[config.mk]
export PLATFORM = sky130hd
export DESIGN_NAME = seg_scan_mux
export DESIGN_NICKNAME = d
export VERILOG_FILES = /design/src/rtl/seg_scan_mux.sv
export SDC_FILE = /design/constraint.sdc
export NUM_CORES = 1
export LEC_CHECK = 0
export CAP_MARGIN = 0
export CELL_PAD_IN_SITES_DETAIL_PLACEMENT = 1
export CELL_PAD_IN_SITES_GLOBAL_PLACEMENT = 1
export CORE_ASPECT_RATIO = 1.25
export CORE_MARGIN = 2
export CORE_UTILIZATION = 46
export CTS_CLUSTER_DIAMETER = 50
export CTS_CLUSTER_SIZE = 25
export DETAILED_ROUTE_END_ITERATION = 8
export GPL_ROUTABILITY_DRIVEN = 0
export GPL_TIMING_DRIVEN = 0
export PLACE_DENSITY_LB_ADDON = 0.08
export SYNTH_ARGS = -nofsm -noshare
export SYNTH_HDL_FRONTEND = slang
export SYNTH_SLANG_ARGS = --single-unit
[constraint.sdc]
create_clock -name clk -period 3.7 [get_ports clk]
set_input_delay 1.11 -clock clk [delete_from_list [all_inputs] [get_ports clk]]
set_output_delay 1.11 -clock clk [all_outputs]
set_load 0.02 [all_outputs]
[src/rtl/seg_scan_mux.sv]
// Four-digit seven-segment scanner: SHOW/BLANK time multiplexing with a
// double-buffered display value that commits only at frame boundaries.
module seg_scan_mux #(
  parameter int unsigned PRESCALE     = 100000,
  parameter int unsigned BLANK_CYCLES = 16
) (
  input  logic        clk,
  input  logic        rst_n,
  input  logic        load,
  input  logic [15:0] value,
  input  logic [3:0]  dp_in,
  input  logic [3:0]  digit_en,
  output logic [3:0]  nibble,
  output logic        dp,
  output logic [1:0]  select,
  output logic        blank,
  output logic        frame_done
);

  localparam int unsigned CMAX = (PRESCALE > BLANK_CYCLES) ? PRESCALE : BLANK_CYCLES;
  localparam int unsigned CW   = $clog2(CMAX + 1);

  typedef enum logic {ST_BLANK, ST_SHOW} phase_t;

  phase_t        phase, phase_n;
  logic [CW-1:0] cnt, cnt_n;
  logic [1:0]    sel, sel_n;
  logic [3:0]    nib, nib_n;
  logic          dp_q, dp_n;
  logic          blank_q, blank_n;
  logic          fd_q, fd_n;
  logic [15:0]   act_val, act_val_n, sh_val, sh_val_n;
  logic [3:0]    act_dp, act_dp_n, sh_dp, sh_dp_n;
  logic [3:0]    act_en, act_en_n, sh_en, sh_en_n;
  logic          pending, pending_n;
  logic          last, wrap;

  always_ff @(posedge clk or negedge rst_n) begin
    if (!rst_n) begin
      phase   <= ST_BLANK;
      cnt     <= CW'(BLANK_CYCLES);
      sel     <= '0;
      nib     <= '0;
      dp_q    <= 1'b0;
      blank_q <= 1'b1;
      fd_q    <= 1'b0;
      act_val <= '0;
      act_dp  <= '0;
      act_en  <= '0;
      sh_val  <= '0;
      sh_dp   <= '0;
      sh_en   <= '0;
      pending <= 1'b0;
    end else begin
      phase   <= phase_n;
      cnt     <= cnt_n;
      sel     <= sel_n;
      nib     <= nib_n;
      dp_q    <= dp_n;
      blank_q <= blank_n;
      fd_q    <= fd_n;
      act_val <= act_val_n;
      act_dp  <= act_dp_n;
      act_en  <= act_en_n;
      sh_val  <= sh_val_n;
      sh_dp   <= sh_dp_n;
      sh_en   <= sh_en_n;
      pending <= pending_n;
    end
  end

  always_comb begin
    phase_n   = phase;
    cnt_n     = cnt - CW'(1);
    sel_n     = sel;
    nib_n     = nib;
    dp_n      = dp_q;
    blank_n   = blank_q;
    act_val_n = act_val;
    act_dp_n  = act_dp;
    act_en_n  = act_en;
    sh_val_n  = sh_val;
    sh_dp_n   = sh_dp;
    sh_en_n   = sh_en;
    pending_n = pending;

    last = (cnt == CW'(1));
    wrap = (phase == ST_SHOW) && last && (sel == 2'd3);

    // A load coinciding with the boundary bypasses the shadow wait.
    if (wrap) begin
      if (load) begin
        act_val_n = value;
        act_dp_n  = dp_in;
        act_en_n  = digit_en;
        pending_n = 1'b0;
      end else if (pending) begin
        act_val_n = sh_val;
        act_dp_n  = sh_dp;
        act_en_n  = sh_en;
        pending_n = 1'b0;
      end
    end
    if (load) begin
      sh_val_n = value;
      sh_dp_n  = dp_in;
      sh_en_n  = digit_en;
      if (!wrap) pending_n = 1'b1;
    end

    case (phase)
      ST_BLANK: begin
        if (last) begin
          phase_n = ST_SHOW;
          cnt_n   = CW'(PRESCALE);
          blank_n = ~act_en[sel];
        end
      end
      default: begin
        if (last) begin
          phase_n = ST_BLANK;
          cnt_n   = CW'(BLANK_CYCLES);
          sel_n   = sel + 2'd1;
          blank_n = 1'b1;
          nib_n   = act_val_n[{sel_n, 2'b00} +: 4];
          dp_n    = act_dp_n[sel_n];
        end
      end
    endcase

    // frame_done is registered one cycle early so it is high during the
    // final cycle of the frame, i.e. the cycle whose closing edge is the boundary.
    fd_n = (phase_n == ST_SHOW) && (cnt_n == CW'(1)) && (sel_n == 2'd3);
  end

  assign nibble     = nib;
  assign dp         = dp_q;
  assign select     = sel;
  assign blank      = blank_q;
  assign frame_done = fd_q;

endmodule

==> results.env, run 1 <==
NUM_IO_PINS=36
IO_PORT_BUFS=34
FINAL_PERIOD_UTILIZATION=0.886
DR.FIRST_ITER.DRC_COUNT=80
SYNTHDISTINCTLIBCELLS=48
CLKSINKCOUNT=76
POWER_REPORT.INTERNAL_TOTAL_mW=1.42
NETSWITCHINGPOWER_uW=360
VIAS_PER_CELL=5.36
POST_SYNTH_MAIN_AREA_CONTRIBUTORS='sky130_fd_sc_hd__dfrtp_1 52%, sky130_fd_sc_hd__mux2_2 6.1%, sky130_fd_sc_hd__mux2i_1 4.2%'
SYN_AVG_CELL_AREA_UM2=11.9
DIEAREA_UM2=8410
GRT_SETUP_UNREPAIRED='no'
COMB_POWER_SHARE=0.054
TNS_PS=0
FIRST_PASS_GRT_WIRE_LENGTH_UM=12800
R2R_END='nibble[0]'
CLOCK_TREE.ROOT_CELL='sky130_fd_sc_hd__clkbuf_8'
CLK_LATENCY_PS=340
SYNTH_WARNINGS=0
NUM_ANTENNA_CELLS=0
DESIGN.FINAL.NETS=374
INITIAL_CORE_UTIL=0.478
SYNTH_FP_NETS=328
FLOORPLAN.DIE.WIDTH_UM=82.4
SYNTH-ASYNC-RESET-RATIO=1.00
GRT_PASS1_VIAS=2582
WORST_R2R_PATH_DEPTH=9
FINALSETUPVIOLCOUNT=0
TIMING.CRITICAL_PATH.SLOWEST_STAGE_CELL='sky130_fd_sc_hd__or4_1'
SW_SHARE=0.202
CRITICAL_PATH.STARTPOINT='cnt[6]'
ANTENNA_LEFT=0
TIMING.CRITICAL_PATH.ARRIVAL_PS=3550
CTS_POST_SETUP_BUFFERS_INSERTED=0
SLEW-LIMIT-HEADROOM=0.472
H-TREE-DEPTH=3
FP-ROW-COUNT=35
LAYOUT-DRIVE-GT1-SHARE=0.216
OVERFLOW=0
START_KIND='flop'
YOSYS.AREA.TOP_TYPE='sky130_fd_sc_hd__dfrtp_1'
FINAL_CORE_UTILIZATION=0.578
SEQUENTIALPOWERSHARE=0.484
REG2REG_FROM='cnt[6]'
VDD_IR_DROP_MAX_mV=0.283
POSTSYNTHREGISTERBITS=76
GRT_ANTENNA_BEFORE_REPAIR=0
HOLD_VIOLATIONS=0
POST_SYNTH_INST_COUNT=297
CTS_TREE='yes'
ROUTED_WIRE_LENGTH_PER_INSTANCE_UM=17.6
POWER.TOTAL_mW=1.78
SYNTH_SEQUENTIAL_AREA_RATIO=0.539
ROUTE.FINAL.WIRE_LENGTH_UM=7750
FIN_AREA_UM2=4280
FIN_SKEW_PS=10.3
MAXSLEWVIOLCOUNT=0
CP-END-KIND='flop'
CRIT_PATH_CELL_TRACE='or4_1, buf_2, nor4_4, ha_1, o211ai_4, clkbuf_1, o21a_1, mux4_2, o21ai_2'
CRITICAL_PATH_REQUIRED_PS=3970
DOMINANT_REGISTER_CELL_IN_THE_SYNTHESIZED_NETLIST='sky130_fd_sc_hd__dfrtp_1'
HOLDCRITPATHCLASS='flop to flop'
DETAILED_PLACE.AREA_UM2=4020
FF2FF_SETUP_SLACK_PS=420
SYNTH_ENABLE_FLOP_CELLS=0
END_OF_THE_CRITICAL_PATH='nibble[0]'
POWER.LEAKAGE_nW=1.96
TIMING.FMAX_GHz=0.305
PATH_MAX_FANOUT=10
DIE_HEIGHT_UM=102
MAX-CAP-VIOLATIONS=0
HPWLAFTERDP_UM=5450
SYN2LAYOUT_AREA_GROWTH_PCT=21.1
CRITICAL-PATH-MAX-STAGE-DELAY_PS=540
GRTUSAGETOTAL=0.207
RUN_STATUS='finished clean'
ROUTE.VIAS.TOTAL=2358
CTSHOLDBUFFERS=0
CLASSIFICATION_OF_THE_WORST_SETUP_PATH='flop to flop'
ROUTE.DETAILED.DRC=0
CLOCK_POWER_SHARE=0.463
CTS_RESIZED=0
NUMCTSBUFFERS=9
POST-SYNTH-TOP-AREA-FRACTION=0.524
CLOCK_PATH_BUFFERS=2
CTS.REPORTEDPATHS.CLKPINSLEW_PS=80
FINAL_PERIOD_DEMAND_OF_THE_WORST_PATH_PS=3280
WORST_PIN_SLEW_PS=792
P_PER_AREA_nW_PER_UM2=417
SYNTH_AREA_UM2=3540
STANDARD_CELL_CORE_AREA_UM2=7400
GRT_MAX_DEGREE=67
DRT_FIRST_PASS_ITERS=4
[logic make-up after synthesis]
group	Yosys count	share of synthesized area
XOR/XNOR	14	0.0368
AO/OA/AOI/OAI	38	0.0764
multiplexers	42	0.146
buffers and inverters	44	0.0602
AND/OR/NAND/NOR	79	0.127
adder cells (fa/ha/maj)	4	0.0142
flip-flops	76	0.539
[critical path, delay by kind of cell, from the launching register on]
kind	cells	cell delay, ps
AO/OA/AOI/OAI	3	580
flip-flops	1	430
multiplexers	1	490
adder cells (fa/ha/maj)	1	310
AND/OR/NAND/NOR	2	880
buffers and inverters	2	520
[area by class of cell]
class	count	area [um^2]
buffer	14	100
clock buffer	10	128
clock inverter	6	136
fill	767	3120
inverter	30	113
multi-input combinational	177	1420
sequential	76	1900
tap	92	115
timing repair buffer	35	365
[power groups by stage]
stage	logic [mW]	registers (mW)	clock network, mW
after floorplan	0.0419	0.877	0
after global placement	0.0933	0.879	0
after global routing	0.109	0.865	0.878
after detailed placement	0.0989	0.880	0
final	0.0955	0.863	0.826
after CTS	0.0992	0.863	0.843
[cell usage after synthesis (3+ instances only)]
cell	number
sky130_fd_sc_hd__inv_1	30
sky130_fd_sc_hd__or4_1	3
sky130_fd_sc_hd__a21oi_1	8
sky130_fd_sc_hd__mux2_2	19
sky130_fd_sc_hd__a31oi_1	3
sky130_fd_sc_hd__mux4_2	5
sky130_fd_sc_hd__buf_2	6
sky130_fd_sc_hd__xnor2_1	10
sky130_fd_sc_hd__nor3_1	4
sky130_fd_sc_hd__nor2_1	21
sky130_fd_sc_hd__o21a_1	12
sky130_fd_sc_hd__nand2_1	27
sky130_fd_sc_hd__dfrtp_1	74
sky130_fd_sc_hd__buf_6	4
sky130_fd_sc_hd__mux2i_1	15
sky130_fd_sc_hd__o21ai_0	5
sky130_fd_sc_hd__xor2_1	3
sky130_fd_sc_hd__ha_1	4
sky130_fd_sc_hd__o21ai_2	5
[worst min-delay path by stage]
stage	start	end	slack, ps	cells past startpoint
after floorplan	sh_val[2]	sh_val[2]	440	2
after global placement	sh_val[2]	sh_val[2]	460	2
after detailed placement	sh_val[2]	sh_val[2]	470	2
after CTS	sh_val[2]	sh_val[2]	490	2
after global routing	sh_val[11]	sh_val[11]	510	2
final	sh_val[2]	sh_val[2]	480	2
[cell usage in the layout, fill, tap and decap left out, types with 5 or more instances in the layout]
master,synthesis,routed
sky130_fd_sc_hd__nand2_1,27,27
sky130_fd_sc_hd__clkdlybuf4s50_1,0,33
sky130_fd_sc_hd__mux2i_1,15,15
sky130_fd_sc_hd__o21ai_0,5,5
sky130_fd_sc_hd__o21a_1,12,12
sky130_fd_sc_hd__buf_2,6,6
sky130_fd_sc_hd__mux2_2,19,19
sky130_fd_sc_hd__xnor2_1,10,10
sky130_fd_sc_hd__clkbuf_8,1,10
sky130_fd_sc_hd__dfrtp_1,74,74
sky130_fd_sc_hd__o21ai_2,5,5
sky130_fd_sc_hd__a21oi_1,8,8
sky130_fd_sc_hd__inv_1,30,30
sky130_fd_sc_hd__mux4_2,5,5
sky130_fd_sc_hd__nor2_1,21,21
[stage by stage]
stage / std cells / hold slack, ps / setup slack (ps)
after floorplan: 297 / 441 / 798
after global placement: 423 / 461 / -1240
after detailed placement: 424 / 467 / 460
after CTS: 440 / 490 / 378
after global routing: 440 / 508 / 212
final: 440 / 484 / 420
[sequential cells by signal (all words and copies together) (netlist names), 2 cells and up]
| register | count |
|---|---|
| cnt | 17 |
| act_en | 4 |
| sh_dp | 4 |
| sh_val | 16 |
| select | 2 |
| nibble | 4 |
| act_dp | 4 |
| sh_en | 4 |
| act_val | 16 |
[routing by layer]
metal,part of all wire,GRT usage
met2,0.54,0.371
met1,0.42,0.247
met5,0,0
met4,0.018,0.0769
met3,0.023,0.0336
Power figures use the tool's default switching activity.
==> run 2, diff against run 1 <==
--- a/config.mk
+++ b/config.mk
@@ -17,6 +17,7 @@
 export GPL_ROUTABILITY_DRIVEN = 0
 export GPL_TIMING_DRIVEN = 0
 export PLACE_DENSITY_LB_ADDON = 0.08
+export SLEW_MARGIN = 10
 export SYNTH_ARGS = -nofsm -noshare
 export SYNTH_HDL_FRONTEND = slang
 export SYNTH_SLANG_ARGS = --single-unit
==> run 2 against run 1 <==
Effect of this change: sequential cell count is the same; non-clock buffer count is the same; clock power about the same; critical path depth unchanged; design area decreased by 0.18%; highest routed layer unchanged; largest cell class unchanged; combinational power shrank 1%; maximum frequency grew 0.12%; clock skew shrank 2.7 ps.
==> results.env, run 2 (synthesis gave the netlist of run 1 again) <==
RUN_STATUS='finished clean'
DESIGN.FINAL.NETS=374
GRT_ANTENNA_BEFORE_REPAIR=0
CLOCK_TREE.ROOT_CELL='sky130_fd_sc_hd__clkbuf_8'
HPWLAFTERDP_UM=5470
SYN2LAYOUT_AREA_GROWTH_PCT=20.8
CTS.REPORTEDPATHS.CLKPINSLEW_PS=80
CRITICAL-PATH-MAX-STAGE-DELAY_PS=540
PATH_MAX_FANOUT=10
CP-END-KIND='flop'
WL_MET3_UM=156
ROUTE.VIAS.TOTAL=2339
ROUTE.LAYER.MET1.WL_UM=3250
CTSHOLDBUFFERS=0
CRITICAL_PATH_REQUIRED_PS=3970
OVERFLOW=0
FIRST_PASS_GRT_WIRE_LENGTH_UM=12800
DIEAREA_UM2=8410
CLK_LATENCY_PS=340
LAYOUT.CELLS.MOST_COMMON_LIST='74 x sky130_fd_sc_hd__dfrtp_1, 33 x sky130_fd_sc_hd__clkdlybuf4s50_1, 30 x sky130_fd_sc_hd__inv_1'
CLASSIFICATION_OF_THE_WORST_SETUP_PATH='flop to flop'
NUM_IO_PINS=36
LAYOUT_COMMONEST_CELL='sky130_fd_sc_hd__dfrtp_1'
GRTUSAGETOTAL=0.208
MAX-CAP-VIOLATIONS=0
GRT_PASS1_VIAS=2572
CTS_RESIZED=0
ROUTED_WIRE_LENGTH_PER_INSTANCE_UM=17.5
FINAL_PERIOD_UTILIZATION=0.885
START_KIND='flop'
IO_PORT_BUFS=34
FP-ROW-COUNT=35
HOLD_VIOLATIONS=0
LARGEST_REGISTERS='cnt x17, act_val x16, sh_val x16'
NUM_ANTENNA_CELLS=0
MET2_LENGTH_UM=4140
NUMCTSBUFFERS=9
VIAS_PER_CELL=5.32
POWER.LEAKAGE_nW=1.96
FINAL_PERIOD_DEMAND_OF_THE_WORST_PATH_PS=3280
HOLD-WORST-SLACK_PS=481
ANTENNA_LEFT=0
TNS_PS=0
VDD_IR_DROP_MAX_mV=0.237
H-TREE-DEPTH=3
TIMING.CRITICAL_PATH.ARRIVAL_PS=3550
CRIT_PATH_CELL_TRACE='or4_1, buf_2, nor4_4, ha_1, o211ai_4, clkbuf_1, o21a_1, mux4_2, o21ai_2'
LAYOUT-DRIVE-GT1-SHARE=0.216
FIN_SKEW_PS=7.59
GRT_SETUP_UNREPAIRED='no'
CLOCK_PATH_BUFFERS=2
ROUTE.DETAILED.DRC=0
ROUTE.FINAL.WIRE_LENGTH_UM=7680
DR.FIRST_ITER.DRC_COUNT=82
TIMING.FMAX_GHz=0.305
LARGEST_REGISTER='cnt'
WORST_PIN_SLEW_PS=819
SLEW-LIMIT-HEADROOM=0.453
DIE_HEIGHT_UM=102
CTS_POST_SETUP_BUFFERS_INSERTED=0
FLOORPLAN.DIE.WIDTH_UM=82.4
CLKSINKCOUNT=76
LARGEST_REG_FLOPS=17
DRT_FIRST_PASS_ITERS=4
TIMING.CRITICAL_PATH.SLOWEST_STAGE_CELL='sky130_fd_sc_hd__or4_1'
INITIAL_CORE_UTIL=0.478
HIGHEST_LAYER='met4'
MAXSLEWVIOLCOUNT=0
CTS_TREE='yes'
GRT_MAX_DEGREE=42
P_PER_AREA_nW_PER_UM2=417
STANDARD_CELL_CORE_AREA_UM2=7400
HOLDCRITPATHCLASS='flop to flop'
FINALSETUPVIOLCOUNT=0
run 2: final timing paths:
kind                        endpoint      start  slack [ps]  cells past startpoint
max                        nibble[0]     cnt[6]         420                      9
min                        sh_val[2]  sh_val[2]         480                      2
max reg2reg                nibble[0]     cnt[6]         420                      9
min reg2reg                sh_val[2]  sh_val[2]         480                      2
max in group asynchronous  sh_val[9]      rst_n        2380                      2
min in group asynchronous     cnt[2]      rst_n         740                      1
run 2: worst max-delay path, delay by kind of cell, from the launching register on:
family,cells,cell delay [ps]
buf+inv,2,530
fa+ha+maj,1,310
simple gates,2,880
mux,1,490
compound gates,3,580
flops,1,430
run 2: power by group:
part	leakage (nW)	total [mW]	switching (mW)	internal (mW)
clock network	0.127	0.825	0.308	0.518
logic	0.933	0.0943	0.0451	0.0492
registers	0.897	0.863	0.00746	0.856
total	1.96	1.78	0.360	1.42
run 2: cell type report:
cell class / count / area (um^2)
well taps: 92 / 115
clock inverters: 6 / 136
clock buffers: 10 / 128
inverters: 30 / 113
multi-input cells: 177 / 1420
repair buffers: 35 / 358
flip-flops and latches: 76 / 1900
fillers: 778 / 3130
plain buffers: 14 / 100
run 2: per-stage QoR:
stage	std cells	total power [mW]	utilization	area, um^2	setup WS [ps]
2_1_floorplan	297	0.919	-	3540	798
6_report	440	1.78	0.577	4270	424
3_5_place_dp	424	0.978	0.542	4010	454
3_3_place_gp	423	0.972	0.539	3990	-1240
4_1_cts	440	1.80	0.577	4270	369
5_1_grt	440	1.85	0.577	4270	195
run 2: routing by layer:
| metal | up-vias | global-route usage |
|---|---|---|
| met4 | 0 | 0.0808 |
| met1 | 1198 | 0.248 |
| met5 | - | 0 |
| li1 | 1095 | - |
| met2 | 34 | 0.369 |
| met3 | 12 | 0.0362 |
==> run 3, diff against run 2 <==
--- a/config.mk
+++ b/config.mk
@@ -12,7 +12,6 @@
 export CORE_MARGIN = 2
 export CORE_UTILIZATION = 46
 export CTS_CLUSTER_DIAMETER = 50
-export CTS_CLUSTER_SIZE = 25
 export DETAILED_ROUTE_END_ITERATION = 8
 export GPL_ROUTABILITY_DRIVEN = 0
 export GPL_TIMING_DRIVEN = 0
==> results of run 3 <==
The final DEF is identical to that of run 2; final timing and power are the same.
